===== config.mk =====
export PLATFORM = sky130hd
export DESIGN_NAME = clarvi_regfile_banked
export DESIGN_NICKNAME = d
export VERILOG_FILES = /design/src/rtl/clarvi_regfile_banked.sv
export SDC_FILE = /design/constraint.sdc
export NUM_CORES = 2
export LEC_CHECK = 0
export CORE_ASPECT_RATIO = 0.9
export CORE_UTILIZATION = 50
export CTS_CLUSTER_DIAMETER = 50
export DETAILED_ROUTE_END_ITERATION = 8
export DONT_BUFFER_PORTS = 1
export PLACE_DENSITY_LB_ADDON = 0.05
export SLEW_MARGIN = 0
export SYNTH_ARGS = -nofsm -noshare
export SYNTH_HDL_FRONTEND = slang
export SYNTH_SLANG_ARGS = --single-unit

===== constraint.sdc =====
create_clock -name clock -period 5.1 [get_ports clock]
set_input_delay 0.51 -clock clock [delete_from_list [all_inputs] [get_ports clock]]
set_output_delay 0.51 -clock clock [all_outputs]
set_load 0.05 [all_outputs]

===== src/rtl/clarvi_regfile_banked.sv =====
// Banked integer register file: PARTS independent part-wide banks, registered reads, post-reset clear sequencer.
// Define REGFILE_BYPASS_EN to forward a same-edge write to a matching read; otherwise collisions read the old value.
module clarvi_regfile_banked #(
    parameter int REG_WIDTH  = 64,
    parameter int PART_WIDTH = 32,
    parameter int NUM_REGS   = 32,
    parameter int DEBUG_REG  = 28,
    localparam int PARTS     = REG_WIDTH / PART_WIDTH,
    localparam int PS_W      = (PARTS > 1) ? $clog2(PARTS) : 1,
    localparam int IX_W      = $clog2(NUM_REGS)
) (
    input  logic                  clock,
    input  logic                  reset_n,
    input  logic [IX_W-1:0]       rd1_reg,
    input  logic [PS_W-1:0]       rd1_part,
    input  logic [IX_W-1:0]       rd2_reg,
    input  logic [PS_W-1:0]       rd2_part,
    input  logic                  rd2_part_override,
    output logic [PART_WIDTH-1:0] rd1_data,
    output logic [PART_WIDTH-1:0] rd2_data,
    input  logic                  wr_enable,
    input  logic [IX_W-1:0]       wr_reg,
    input  logic [PS_W-1:0]       wr_part,
    input  logic [PART_WIDTH-1:0] wr_data,
    output logic                  busy,
    output logic [REG_WIDTH-1:0]  debug_data
);

    typedef enum logic {CLEAR, READY} state_t;

    state_t                state;
    logic [IX_W-1:0]       clr_idx;
    logic [PART_WIDTH-1:0] mem [PARTS][NUM_REGS];

    logic                  wr_ok;
    logic [PS_W-1:0]       rd2_part_eff;
    logic [PART_WIDTH-1:0] rd1_word;
    logic [PART_WIDTH-1:0] rd2_word;

    assign wr_ok = wr_enable && (state == READY) && (wr_reg != '0) && (int'(wr_part) < PARTS);
    assign rd2_part_eff = rd2_part_override ? '0 : rd2_part;

    // Out-of-range parts and x0 fall through to the zero default.
    always_comb begin
        rd1_word = '0;
        rd2_word = '0;
        for (int p = 0; p < PARTS; p++) begin
            if (int'(rd1_part) == p && rd1_reg != '0)
                rd1_word = mem[p][rd1_reg];
            if (int'(rd2_part_eff) == p && rd2_reg != '0)
                rd2_word = mem[p][rd2_reg];
        end
`ifdef REGFILE_BYPASS_EN
        if (wr_ok && wr_reg == rd1_reg && wr_part == rd1_part)
            rd1_word = wr_data;
        if (wr_ok && wr_reg == rd2_reg && wr_part == rd2_part_eff)
            rd2_word = wr_data;
`endif
    end

    // Storage carries no reset so it can map onto block RAM; the sequencer zeroes it.
    always_ff @(posedge clock) begin
        for (int p = 0; p < PARTS; p++) begin
            if (state == CLEAR)
                mem[p][clr_idx] <= '0;
            else if (wr_ok && int'(wr_part) == p)
                mem[p][wr_reg] <= wr_data;
        end
    end

    always_ff @(posedge clock or negedge reset_n) begin
        if (!reset_n) begin
            state      <= CLEAR;
            clr_idx    <= '0;
            busy       <= 1'b1;
            rd1_data   <= '0;
            rd2_data   <= '0;
            debug_data <= '0;
        end else if (state == CLEAR) begin
            clr_idx    <= clr_idx + 1'b1;
            rd1_data   <= '0;
            rd2_data   <= '0;
            debug_data <= '0;
            if (clr_idx == IX_W'(NUM_REGS - 1)) begin
                state <= READY;
                busy  <= 1'b0;
            end
        end else begin
            rd1_data <= rd1_word;
            rd2_data <= rd2_word;
            if (wr_ok && wr_reg == IX_W'(DEBUG_REG)) begin
                for (int p = 0; p < PARTS; p++)
                    if (int'(wr_part) == p)
                        debug_data[p*PART_WIDTH +: PART_WIDTH] <= wr_data;
            end
        end
    end

endmodule


==> impl_metrics.tcl <==
set metrics [dict create \
    clock_skew_ns 0.05840 \
    fmax_ghz 0.2654 \
    drive_above_1_share 0.2464 \
    seqPwrFrac 0.481 \
    synth_ff_type "edfxtp_1" \
    power_frac_clock 0.467 \
    synth_compound_area_frac 0.02994 \
    p_sw_mw 9.600 \
    crit_path_end "rd2_data[23]$_DFF_PN0_" \
    final_area_um2 127000 \
    place.gp.congestion 0.9952 \
    area_delta_synth_final_pct 11.58 \
    grt_pass1_wl_mm 594.0 \
    cts.repair.resized 0 \
    start_util 0.5050 \
    gr-total-overflow 0 \
    dr.pass1.iters 6 \
    synthAdderAreaFrac 0.0005495 \
    cap_violations 1 \
    clk_latency_ns 0.94 \
    startpoint "rd2_reg[0]" \
    synth_top_area_frac 0.5402 \
    ir_drop_mv 0.3505 \
    grt_max_degree 546 \
    ys_ff_latch 2183 \
    pwr-share-comb 0.052 \
    port_buffers 0 \
    drt_iter0_markers 11383 \
    clock_sinks 2183 \
    dpl.hpwl_mm 262.8 \
    fin_tns_setup_ns 0 \
    routed_wl_mm 440.6 \
    rsz0062_at_grt "false" \
    wire_per_inst_um 41.85 \
    final_hold_viol_count 0 \
    fillers 17645 \
    placed_cell_area_um2 116900 \
    synthCells 7468 \
    htreeDepth 5 \
    synth.most_common_cell "edfxtp_1" \
    p_per_area_nw_per_um2 323.3 \
    detail_route.drc_violations 0 \
    endpoint_kind "flop" \
    synth_top_family_by_area "multiplexers" \
    ios 183 \
    worstSetupStartpointType "primary input" \
    worst_r2r_path_depth 4 \
    rrSetupSlack_ns 1.75 \
    holdBufCountCts 78 \
    reg2reg_to "mem[0][850]$_DFFE_PP_" \
    clk_pin_slew_ns 0.06 \
    internal-power_mw 31.47 \
    yosysTopAreaCell "edfxtp_1" \
    critPathArrivalTime_ns 4.52 \
    die_area_um2 229600 \
    violations "capacitance limit, slew limit" \
    synthArstFlopShare 0.06184 \
    netlist_top_cells_count "2048 x edfxtp_1, 1925 x and2_1, 1043 x mux4_2" \
    seq_area_um2 64880 \
    crit_required_ns 5.85 \
    cts_tree "done" \
    clockRootBuffer "clkbuf_16" \
    fp.coreArea_um2 225400 \
    total_power_mw 41.07 \
    post_synth_and_or_nand_nor_area_fraction 0.1281 \
    antenna_found_initial 50 \
    p_leak_nw 48.21 \
    hp-class "primary input to flop" \
    via_per_inst 6.811 \
    grt_pass1_vias 68013 \
    synth-xor-area-share 0.0002308 \
    period_needed_ns 3.768 \
    synth-seq-area-share 0.5699 \
    maxSlewHeadroom -0.3216 \
    die_h_um 454.7 \
    muxShareOfSynthArea 0.2373 \
    synth_edf_count 2048 \
    r2r-start "state$_DFF_PN0_" \
    swShare 0.2337 \
    synth_cell_type_count 65 \
    fin_crit_sh 0.7388 \
    status "complete, but fails checks" \
    synth_area_um2 113900 \
    post-cts-setup-buffers 0 \
    multi_input_area_um2 46360 \
    setup-violations-final 0 \
    finalMaxSlewViolations 474 \
    yosysWarnings 0 \
    globalRouteTotalUtil 0.3835 \
    fin_hold_ws_ns 0.03823 \
    vias 71695 \
    die_w_um 505.0 \
    syn-mean-instance-area_um2 15.25 \
    tightest_slew_ns 1.982 \
    netlist_top_cells_area "edfxtp_1 54%, mux4_2 21%, and2_1 11%" \
    drtAntennaViolNets 0 \
    critPathKind "primary input to flop" \
    cts_made_buffers 279 \
    critPathMaxFanout 135 \
    nNetsFinal 7367 \
    clk_path_buf_depth 4 \
    num_rows 165 \
]
## registers in the layout, summed over array words and instances (netlist names)
| name | flops |
|---|---|
| busy | 1 |
| state | 1 |
| debug_data | 64 |
| clr_idx | 5 |
| rd2_data | 32 |
| mem | 2048 |
| rd1_data | 32 |
## routing by layer
metal	vias up	part of all wire	track usage
met4	14	0.046	0.1522
met2	4757	0.42	0.5331
met5	-	0.00020	0
met1	38052	0.39	0.5488
li1	28171	-	-
met3	701	0.14	0.1366
## stage by stage
step,setup WS (ns),std cells,util
final,1.332,10527,0.5635
after global routing,1.235,10510,0.5633
after CTS,1.776,10505,0.5628
after detailed placement,1.441,9951,0.5183
after global placement,1.344,9951,0.5183
after floorplan,0.7827,7531,-
## worst min-delay path by stage
stage | depth (start not counted) | slack (ns) | start | endpoint
2_1_floorplan | 0 | 0.21 | reset_n | clr_idx[0]$_DFFE_PN0N_
3_3_place_gp | 0 | 0.22 | reset_n | debug_data[23]$_DFFE_PN0P_
3_5_place_dp | 0 | 0.22 | reset_n | debug_data[26]$_DFFE_PN0P_
4_1_cts | 3 | 0.0002 | wr_data[16] | debug_data[16]$_DFFE_PN0P_
5_1_grt | 2 | 0.02 | rd1_reg[4] | rd1_data[28]$_DFF_PN0_
6_report | 3 | 0.04 | wr_data[31] | debug_data[63]$_DFFE_PN0P_
## power by group through the flow
stage	registers, mW	logic (mW)	clock network (mW)
finish	19.7	2.15	19.2
global placement	20.1	1.48	0
global route	19.7	2.17	19.9
CTS	19.7	1.94	19.3
floorplan	20.0	1.44	0
detailed placement	20.1	1.49	0
## layout by cell type (no fill, tap or decap), types with 20 or more instances in the layout
cell | netlist | final
mux4_2 | 1043 | 1043
nor2_4 | 0 | 25
clkbuf_16 | 0 | 284
clkbuf_1 | 521 | 51
edfxtp_1 | 2048 | 2048
a22oi_1 | 73 | 73
o21ai_1 | 42 | 42
dlygate4sd3_1 | 0 | 45
o21ai_4 | 0 | 60
a221oi_1 | 64 | 64
clkinvlp_4 | 0 | 20
nor2_1 | 127 | 64
clkinv_2 | 0 | 27
inv_1 | 70 | 68
o22ai_1 | 49 | 49
buf_4 | 51 | 197
and2_1 | 1925 | 1923
clkinv_1 | 2 | 40
mux2_2 | 24 | 24
nor2_2 | 2 | 40
conb_1 | 1 | 64
a21oi_1 | 112 | 112
buf_16 | 0 | 37
dfrtp_1 | 134 | 134
nand2_1 | 305 | 305
nand3_1 | 61 | 61
mux2i_1 | 325 | 325
## cells by family after synthesis
group / count (synthesis)
adders and majority gates: 5
AOI/OAI and AO/OA: 511
other: 1
muxes: 1392
and+or+nand+nor: 2512
DFF: 2183
xor gates and xnor gates: 3
buffers and inverters: 861
## layout make-up
class	count	share of cell area
diodes	18	0.0003546
clock buffers	342	0.05821
clock inverters	134	0.01009
inverters	74	0.002324
multi-input cells	4487	0.3649
flip-flops and latches	2183	0.5107
well taps	3006	0.02961
repair buffers	283	0.02383
## worst max-delay path, cell delays in order
cell and delay (ns):
buf_16 0.68, buf_16 0.80, mux4_2 0.65, mux2i_1 0.28, o22ai_1 0.17, a211oi_2 1.07
nor4_1 0.12
No activity file was read; power rests on OpenSTA's default activity.
